===== config.mk =====
export PLATFORM = sky130hd
export DESIGN_NAME = rhs_spi_responder
export DESIGN_NICKNAME = d
export VERILOG_FILES = /design/src/rtl/rhs_pkg.sv /design/src/rtl/rhs_spi_sync_edge.sv /design/src/rtl/rhs_spi_responder.sv
export SDC_FILE = /design/constraint.sdc
export NUM_CORES = 2
export LEC_CHECK = 0
export ABC_CLOCK_PERIOD_IN_PS = 3700
export CELL_PAD_IN_SITES_DETAIL_PLACEMENT = 1
export CELL_PAD_IN_SITES_GLOBAL_PLACEMENT = 2
export CORE_ASPECT_RATIO = 1.1
export CORE_MARGIN = 5
export CORE_UTILIZATION = 47
export CTS_CLUSTER_SIZE = 10
export DETAILED_ROUTE_END_ITERATION = 10
export PLACE_DENSITY_LB_ADDON = 0.2
export RECOVER_POWER = 100
export SLEW_MARGIN = 10
export SYNTH_ARGS = -nofsm -noshare
export SYNTH_HDL_FRONTEND = slang
export SYNTH_SLANG_ARGS = --single-unit

===== constraint.sdc =====
create_clock -name clk -period 3.7 [get_ports clk]
set_clock_uncertainty 0.1 [all_clocks]
set_input_delay 0.555 -clock clk [delete_from_list [all_inputs] [get_ports clk]]
set_output_delay 0.555 -clock clk [all_outputs]
set_load 0.05 [all_outputs]

===== src/rtl/rhs_pkg.sv =====
// Shared opcodes, FSM states and identification ROM for the RHS2116-style SPI responder.
package rhs_pkg;

  localparam int         WORD_BITS = 32;
  localparam logic [9:0] DC_OFFSET = 10'h200;

  typedef enum logic [1:0] {
    CMD_CONVERT = 2'b00,
    CMD_CLEAR   = 2'b01,
    CMD_WRITE   = 2'b10,
    CMD_READ    = 2'b11
  } cmd_e;

  typedef enum logic [1:0] {
    ST_IDLE,
    ST_SHIFT,
    ST_END
  } state_e;

  localparam logic [7:0]  ROM_ADDR_ID0    = 8'd251;
  localparam logic [7:0]  ROM_ADDR_ID1    = 8'd252;
  localparam logic [7:0]  ROM_ADDR_ID2    = 8'd253;
  localparam logic [7:0]  ROM_ADDR_CHIPID = 8'd255;
  localparam logic [15:0] ROM_VAL_ID0     = 16'h494E;
  localparam logic [15:0] ROM_VAL_ID1     = 16'h5441;
  localparam logic [15:0] ROM_VAL_ID2     = 16'h4E00;

  // Read-only identification space above the writable register file.
  function automatic logic [15:0] rom_value(input logic [7:0] addr, input logic [15:0] chip_id);
    case (addr)
      ROM_ADDR_ID0:    return ROM_VAL_ID0;
      ROM_ADDR_ID1:    return ROM_VAL_ID1;
      ROM_ADDR_ID2:    return ROM_VAL_ID2;
      ROM_ADDR_CHIPID: return chip_id;
      default:         return 16'h0000;
    endcase
  endfunction

endpackage


===== src/rtl/rhs_spi_sync_edge.sv =====
// Two-flop synchronizer for one asynchronous SPI pin, with a third stage for edge detection.
module rhs_spi_sync_edge (
  input  logic clk,
  input  logic rstn,
  input  logic d_i,
  output logic level_o,
  output logic rise_o,
  output logic fall_o
);

  logic [2:0] sync_q;

  // Clearing to 0 means a CS held low across reset never looks like a fresh frame start.
  always_ff @(posedge clk or negedge rstn) begin
    if (!rstn) sync_q <= 3'b000;
    else       sync_q <= {sync_q[1:0], d_i};
  end

  assign level_o = sync_q[1];
  assign rise_o  = sync_q[1] & ~sync_q[2];
  assign fall_o  = ~sync_q[1] & sync_q[2];

endmodule


===== src/rtl/rhs_spi_responder.sv =====
// Chip-side RHS2116-style SPI responder: oversampled SPI slave, register file, ID ROM and
// deterministic CONVERT data, with replies delayed by two CS frames.
module rhs_spi_responder
  import rhs_pkg::*;
#(
  parameter logic [7:0]  STARTING_SEED = 8'd0,
  parameter int          REG_COUNT     = 64,
  parameter logic [15:0] CHIP_ID       = 16'h0020
) (
  input  logic        clk,
  input  logic        rstn,
  input  logic        SCLK,
  input  logic        CS,
  input  logic        MOSI,
  output logic        MISO,
  output logic        cmd_valid,
  output logic [31:0] cmd_word,
  output logic        frame_err,
  output logic [15:0] convert_count,
  output logic [5:0]  last_channel
);

  localparam int REG_AW = (REG_COUNT > 1) ? $clog2(REG_COUNT) : 1;

  logic [2:0] pin_raw, pin_lvl, pin_rise, pin_fall;
  assign pin_raw = {MOSI, CS, SCLK};

  genvar gi;
  generate
    for (gi = 0; gi < 3; gi++) begin : g_sync
      rhs_spi_sync_edge u_sync (
        .clk     (clk),
        .rstn    (rstn),
        .d_i     (pin_raw[gi]),
        .level_o (pin_lvl[gi]),
        .rise_o  (pin_rise[gi]),
        .fall_o  (pin_fall[gi])
      );
    end
  endgenerate

  logic sclk_rise, sclk_fall, cs_rise, cs_fall, mosi_lvl;
  assign sclk_rise = pin_rise[0];
  assign sclk_fall = pin_fall[0];
  assign cs_rise   = pin_rise[1];
  assign cs_fall   = pin_fall[1];
  assign mosi_lvl  = pin_lvl[2];

  logic sync_unused;
  assign sync_unused = ^{pin_lvl[1:0], pin_rise[2], pin_fall[2]};

  state_e      state_q, state_d;
  logic [31:0] rx_q, rx_d;
  logic [5:0]  bit_cnt_q, bit_cnt_d;
  logic        miso_q, miso_d;
  logic        decode_en, frame_err_d;
  logic        cmd_valid_q, frame_err_q;
  logic [31:0] reply0_q, reply1_q, reply_new;
  logic [31:0] cmd_word_q;
  logic [7:0]  sample_q, sample_d;
  logic [15:0] conv_cnt_q, conv_cnt_d;
  logic [5:0]  last_ch_q, last_ch_d;
  logic        wr_en;
  logic [15:0] rd_value;
  logic [15:0] regs_q [REG_COUNT];

  logic [5:0]  rx_ch;
  logic [7:0]  rx_addr, ac_tag;
  logic [15:0] rx_data;
  logic [9:0]  dc_val;
  assign rx_ch   = rx_q[21:16];
  assign rx_addr = rx_q[23:16];
  assign rx_data = rx_q[15:0];
  assign ac_tag  = STARTING_SEED + 8'(rx_ch);
  assign dc_val  = DC_OFFSET + 10'(rx_ch);

  // A CS rise landing with the last SCLK rise still shifts that bit before END counts it.
  always_comb begin
    state_d     = state_q;
    rx_d        = rx_q;
    bit_cnt_d   = bit_cnt_q;
    miso_d      = miso_q;
    decode_en   = 1'b0;
    frame_err_d = 1'b0;
    case (state_q)
      ST_IDLE: begin
        miso_d = 1'b0;
        if (cs_fall) begin
          state_d   = ST_SHIFT;
          bit_cnt_d = 6'd0;
          miso_d    = reply0_q[WORD_BITS-1];
        end
      end
      ST_SHIFT: begin
        if (sclk_rise) begin
          rx_d = {rx_q[30:0], mosi_lvl};
          if (bit_cnt_q != 6'd63) bit_cnt_d = bit_cnt_q + 6'd1;
        end
        if (sclk_fall) begin
          miso_d = bit_cnt_q[5] ? 1'b0 : reply0_q[5'(WORD_BITS - 1) - bit_cnt_q[4:0]];
        end
        if (cs_rise) state_d = ST_END;
      end
      ST_END: begin
        miso_d  = 1'b0;
        state_d = ST_IDLE;
        if (bit_cnt_q == 6'(WORD_BITS)) decode_en = 1'b1;
        else                            frame_err_d = 1'b1;
      end
      default: state_d = ST_IDLE;
    endcase
  end

  always_comb begin
    rd_value = rom_value(rx_addr, CHIP_ID);
    if (int'(rx_addr) < REG_COUNT) rd_value = regs_q[rx_addr[REG_AW-1:0]];
  end

  always_comb begin
    reply_new  = 32'h0;
    sample_d   = sample_q;
    conv_cnt_d = conv_cnt_q;
    last_ch_d  = last_ch_q;
    wr_en      = 1'b0;
    if (decode_en) begin
      case (cmd_e'(rx_q[31:30]))
        CMD_CONVERT: begin
          reply_new  = {ac_tag, sample_q, 6'b0, dc_val};
          conv_cnt_d = conv_cnt_q + 16'd1;
          last_ch_d  = rx_ch;
          if (rx_ch == 6'd15) sample_d = sample_q + 8'd1;
        end
        CMD_CLEAR: sample_d = 8'd0;
        CMD_WRITE: begin
          wr_en     = (int'(rx_addr) < REG_COUNT);
          reply_new = {16'hFFFF, rx_data};
        end
        CMD_READ:  reply_new = {16'h0000, rd_value};
        default:   reply_new = 32'h0;
      endcase
    end
  end

  always_ff @(posedge clk or negedge rstn) begin
    if (!rstn) begin
      state_q     <= ST_IDLE;
      rx_q        <= 32'h0;
      bit_cnt_q   <= 6'd0;
      miso_q      <= 1'b0;
      cmd_valid_q <= 1'b0;
      frame_err_q <= 1'b0;
      reply0_q    <= 32'h0;
      reply1_q    <= 32'h0;
      cmd_word_q  <= 32'h0;
      sample_q    <= 8'd0;
      conv_cnt_q  <= 16'd0;
      last_ch_q   <= 6'd0;
    end else begin
      state_q     <= state_d;
      rx_q        <= rx_d;
      bit_cnt_q   <= bit_cnt_d;
      miso_q      <= miso_d;
      cmd_valid_q <= decode_en;
      frame_err_q <= frame_err_d;
      sample_q    <= sample_d;
      conv_cnt_q  <= conv_cnt_d;
      last_ch_q   <= last_ch_d;
      if (decode_en) begin
        reply0_q   <= reply1_q;
        reply1_q   <= reply_new;
        cmd_word_q <= rx_q;
      end
    end
  end

  always_ff @(posedge clk or negedge rstn) begin
    if (!rstn) begin
      for (int i = 0; i < REG_COUNT; i++) regs_q[i] <= 16'h0;
    end else if (wr_en) begin
      regs_q[rx_addr[REG_AW-1:0]] <= rx_data;
    end
  end

  assign MISO          = miso_q;
  assign cmd_valid     = cmd_valid_q;
  assign frame_err     = frame_err_q;
  assign cmd_word      = cmd_word_q;
  assign convert_count = conv_cnt_q;
  assign last_channel  = last_ch_q;

endmodule

==> After elaboration in Yosys (flattened, before gate mapping) <==
Index checks and enable logic that the tools add are counted.
{ "classes": {"n_reduce_logical": 12, "n_lt_le_gt_ge": 4, "addsub": 5, "mux": 30, "bitwise_logic": 9, "n_eq_ne": 18} }
{ "ops": {"columns": ["op", "n"], "rows": [
  ["$bwmux 1024", 1],
  ["$bmux 16 s6", 1],
  ["$demux 16 s6", 1],
  ["$pmux 32 s3", 1],
  ["$mux 16", 4],
  ["$pmux 15 s4", 1],
  ["$eq 8x8->1 const B", 4],
  ["$mux 6", 3],
  ["$add 16x1->16 const B", 1],
  ["$pmux 8 s2", 1],
  ["$pmux 6 s2", 1],
  ["$add 10x6->10 const A", 1],
  ["$mux 1", 10],
  ["$add 8x1->8 const B", 1],
  ["$lt 8x7->1 const B", 1],
  ["$mux 8", 1],
  ["$ne 2x2->1 const B", 4],
  ["$reduce_and 2->1", 4],
  ["$ge 7x7->1 const B", 1],
  ["$lt 7x1->1 const B", 1],
  ["$not 6->7", 1],
  ["$add 6x1->6 const B", 1],
  ["$eq 2x2->1 const B", 3],
  ["$eq 6x4->1 const B", 1],
  ["other kinds (18)", 29]
]} }
{ "word_totals": {"ff_bits": 1201, "out_inout_bits": 57, "in_bits": 5, "wordCells": 157} }

==> Depth between registers and ports, before layout <==
{ "logic_depth": {"ltp_word": 6, "mapped_depth": 11, "ltp_nobuf": 8} }

==> Modules after synthesis <==
A second synthesis with hierarchy kept.
{ "unflattened": {"hier_cells": 4115, "area_unflattened_um2": 54832.6} }
{ "by_module_without_submodules": {"columns": ["mod", "cells_each", "seq_area_each_um2", "instances", "area_each_um2"], "rows": [
  ["rhs_spi_responder", 4100, 29803.6, 1, 54562.3],
  ["rhs_spi_sync_edge", 5, 75.1, 3, 90.1]
]} }

==> Least setup slack after synthesis <==
No wires, ideal clock.
{ "synth_timing": {"path_type": "reg2reg", "startpoint": "register bit_cnt_q[0]", "endpoint": "register regs_q[53] (netlist bit)", "arrival_ns": 2.527, "setup_ns": 0.125, "required_ns": 3.475, "stages_incl_launch_ff": 12, "period_less_slack_ns": 2.752, "path_buffers": 3, "slack_ns": 0.948, "path_cell_list": "dfrtp_1 -> clkbuf_1 -> inv_1 -> ha_1 -> nand4_1 -> inv_2 -> and4_1 -> clkbuf_4 -> nand2_8 -> nor2_8 -> buf_4 -> mux2_2"} }
{ "synth_between": {"elab_chain_len": 4} }
{ "synth_rtl": {"columns": ["item", "line", "text"], "rows": [
  ["from (decl)", "rhs_spi_responder.sv:54", "logic [5:0] bit_cnt_q, bit_cnt_d;"],
  ["from (signal assigned)", "rhs_spi_responder.sv:161", "bit_cnt_q <= bit_cnt_d;"],
  ["$eq 6x6->1", "rhs_spi_responder.sv:107", "if (bit_cnt_q == 6'(WORD_BITS)) decode_en = 1'b1;"],
  ["$mux 1", "rhs_spi_responder.sv:107", null],
  ["$mux 1", "rhs_spi_responder.sv:85", "case (state_q)"],
  ["$mux 1", "rhs_spi_responder.sv:125", "if (decode_en) begin"],
  ["to (signal, indexed assignment)", "rhs_spi_responder.sv:180", "regs_q[rx_addr[REG_AW-1:0]] <= rx_data;"],
  ["to (decl)", "rhs_spi_responder.sv:65", "logic [15:0] regs_q [REG_COUNT];"]
]} }
Every way passes these cells.
A chain may end at the register's enable or synchronous reset.

==> Final worst setup path <==
{ "layout_timing": {"startpoint": "register rx_q[17]", "endpoint": "register reply1_q[2]"} }
{ "layout_between": {"elab_chain_len": 6, "word_cells_on_any_way": 13, "classes_between": "1 x add/sub; 1 x order compare; 4 x eq/ne; 6 x mux; 1 x bitwise"} }
{ "layout_rtl": {"columns": ["item", "line", "text"], "rows": [
  ["from (decl)", "rhs_spi_responder.sv:53", "logic [31:0] rx_q, rx_d;"],
  ["from (signal assigned)", "rhs_spi_responder.sv:160", "rx_q <= rx_d;"],
  ["$not 6->7 (implied by the code)", "rhs_spi_responder.sv:116", "if (int'(rx_addr) < REG_COUNT) rd_value = regs_q[rx_addr[REG_AW-1:0]];"],
  ["$bmux 16 s6", "rhs_spi_responder.sv:116", null],
  ["$mux 16 (implied by the code) (2 in a row)", "rhs_spi_responder.sv:116", null],
  ["$mux 16", "rhs_spi_responder.sv:116", null],
  ["$pmux 32 s3 *", "rhs_spi_responder.sv:126", "case (cmd_e'(rx_q[31:30]))"],
  ["to (signal assigned)", "rhs_spi_responder.sv:170", "reply1_q <= reply_new;"],
  ["to (decl)", "rhs_spi_responder.sv:58", "logic [31:0] reply0_q, reply1_q, reply_new;"]
]} }
Mark *: on every way between the ends. The rest lies on a longest branch, timed or not. The select of a mux whose other input is x is not followed.

==> metrics.txt <==
Worst Setup EP reply1_q[2]; first-pass GRT wire length 257 mm; Final ANT Viol Nets 0; RR Endpoint reply1_q[2]; dominant cell type by area after synthesis dfrtp_1; pin count of the biggest net entering global routing 147; RSZ-0062 raised after global routing false; top-count cell post-synth dfrtp_1; antenna violations before repair 4; Setup crit end kind register; Area Growth Syn to Fin 11.3%; Die Area 0.124 mm²; CP max stage delay 930 ps; vias in the first global route 37.7k; Core Area 0.116 mm²; maximum clock path buffer count 3; Worst-Margin Slew 2250 ps; Fmax 275 MHz; Total GRT Usage 27.9%; flop-to-flop setup slack 60 ps; worst vdd ir 0.386 mV; kind of critical path register to register; starting density of the core 47.4%; Mapped Cells 3799; run status finished with violations; Yosys reg bits 1199; max_slew headroom -50.0%; Period minus WS final 3640 ps; register area 0.0300 mm²; PwrDens 447 mW/mm²; Fin. Hold Viols 0; failing checks max-capacitance violations, max-slew violations; Critical Path Source rx_q[17]; endpoints failing setup 0; Hold Path Class register to register; Worst-path clk slew 60 ps; H-tree depth 4; max-cap viol count 9; main area contributors after synthesis dfrtp_1 54%, mux2_2 21%, mux4_2 8.3%, mux2i_1 2.5%, nand2_1 1.9%; nets@finish 3877; First-pass DRT Iterations 5; Seq/Total Area, Yosys 54.5%; critical path required time 4200 ps; drt initial violations 2142; footprint of the multi-input gates 0.0231 mm²; Final period util 98.4%; final worst slack 59.3 ps; post-synthesis cell area 0.0551 mm²; # fillers 11.0k; die width 336 µm; max-slew violations 724; TritonCTS clock tree yes; # DRC 0; post-synthesis async set-or-reset flop share 100%; routed vias 33.6k; # rows 131; Yosys top cell area share 54.5%; Port Buf Inserts 61; Hold Path Depth 0; Total Power 27.4 mW; CTS Buf Count 141; routed len/inst 31.3 µm; die height 369 µm; final setup TNS 0 ps; Startpoint Class register; Post-synth top flop dfrtp_1; Synth warnings 0; critical path cell sequence clkbuf_2, nor2_4, buf_4, a21oi_1, o311ai_0, nand4_1; commonest cells in the netlist 1199 x dfrtp_1, 1040 x mux2_2, 278 x nand2_1; DPL Wire Length 110 mm; Slowest-stage cell, CP o311ai_0; clock tree sinks 1199; Place WS 146 ps; post-DR vias/cell 6.18; Root Buffer clkbuf_16; RePlAce Congestion 0.854; total gr overflow 0; post-synth cell types 67; post-CTS setup buffers 0; Arr. time, crit path 4140 ps; Syn Nets 3811; FF-to-FF path depth 6; EDFF count, synth 0; Reg2Reg Launch Point rx_q[17]; WL final 171 mm; Clock Latency Late Sink 780 ps; Lkg Pwr 29.1 nW; layout cells sized above 1 42.9%; Mapped Avg Cell Area 14.5 µm²; I/O pins 62; crit path max fanout 21
## worst max-delay path: cells and delay by family, from the launching register on
kind                   cells  cell delay [ps]
AO/OA/AOI/OAI              2             1080
AND/OR/NAND/NOR            2              910
buffers and inverters      2              690
flip-flops                 1              670
## state kept, by name (all words and copies together), names as in the netlist, 6 cells and up
register and flops:
bit_cnt_q 6, cmd_word 32, convert_count 16, g_sync.u_sync.sync_q 8, last_channel 6, regs_q 1024
reply0_q 31, reply1_q 31, rx_q 32, sample_q 8
## through the flow
stage               util (%)  instances  instance area [µm²]  hold WS (ps)
detailed placement      49.8       5249                57900           238
finish                  52.8       5444                61300           248
global placement        49.8       5249                57900           236
CTS                     53.2       5440                61800          73.7
floorplan                  -       3799                55100           159
global route            52.8       5441                61300           221
## power by group
group,total [mW],internal [mW],switching [mW],leakage [nW]
Combinational,1.15,0.249,0.901,10.5
Clock,12.4,7.07,5.37,1.91
Sequential,13.8,13.2,0.639,16.7
Total,27.4,20.5,6.91,29.1
## kinds of logic after synthesis
| kind of cell | synth area share (%) |
|---|---|
| compound gates | 3.25 |
| xor+xnor | 0.334 |
| fa+ha+maj | 0.159 |
| buf+inv | 3.07 |
| flops | 54.5 |
| mux | 32.5 |
| simple gates | 6.25 |
## worst min path at each step
stage	slack, ps	start	end
6_report	250	g_sync[1].u_sync.sync_q[0]	g_sync[1].u_sync.sync_q[1]
5_1_grt	220	CS	g_sync[1].u_sync.sync_q[0]
4_1_cts	70	CS	g_sync[1].u_sync.sync_q[0]
3_5_place_dp	240	g_sync[1].u_sync.sync_q[0]	g_sync[1].u_sync.sync_q[1]
3_3_place_gp	240	g_sync[0].u_sync.sync_q[0]	g_sync[0].u_sync.sync_q[1]
2_1_floorplan	160	rstn	MISO
## layer usage
layer,part of all wire [%],track usage [%]
met2,50,47.2
met3,4.8,4.62
met1,41,35.8
met5,0.011,0
met4,4.7,11.6
## what timing repair did
action                                 4_1_cts  5_1_grt
resized for setup                            0        0
endpoints found under the hold margin       71        0
hold buffers                                 1        0
## layout by cell type (no fill, tap or decap), types with 9 or more instances in the layout
master         netlist  final
dlygate4sd3_1        0     61
mux2_2            1040   1033
clkbuf_2             0     14
a22oi_1             72     72
nor2_4              10     37
clkbuf_1           183     50
inv_1               13     14
mux4_2             203    203
nand2b_1             9      9
o22ai_1             35     35
o31ai_1             20     20
xnor2_1             12     12
buf_4               68    127
nor2_8              46     18
nor2_1              64     63
o21ai_0             47     47
xor2_1               9      9
dfrtp_1           1199   1180
buf_12               0     23
a21oi_1             33     33
nand4_1             23     23
a22o_1              11     11
clkbuf_16            0    142
mux2_1              20     27
nand3_1             44     43
mux2i_1            137    137
nor4_1              11     10
nand2_1            278    279
a31oi_1              9      9
dfrtp_2              0     12
and3_1               9      9
## area by class of cell
class | count | share of cell area (%)
Sequential cell | 1199 | 49.0
Multi-Input combinational cell | 2254 | 37.7
Timing Repair Buffer | 255 | 3.63
Clock buffer | 175 | 6.11
Tap cell | 1529 | 3.12
Clock inverter | 15 | 0.308
Antenna cell | 3 | 0.0122
Inverter | 14 | 0.0857
No activity file was read; power rests on OpenSTA's default activity.
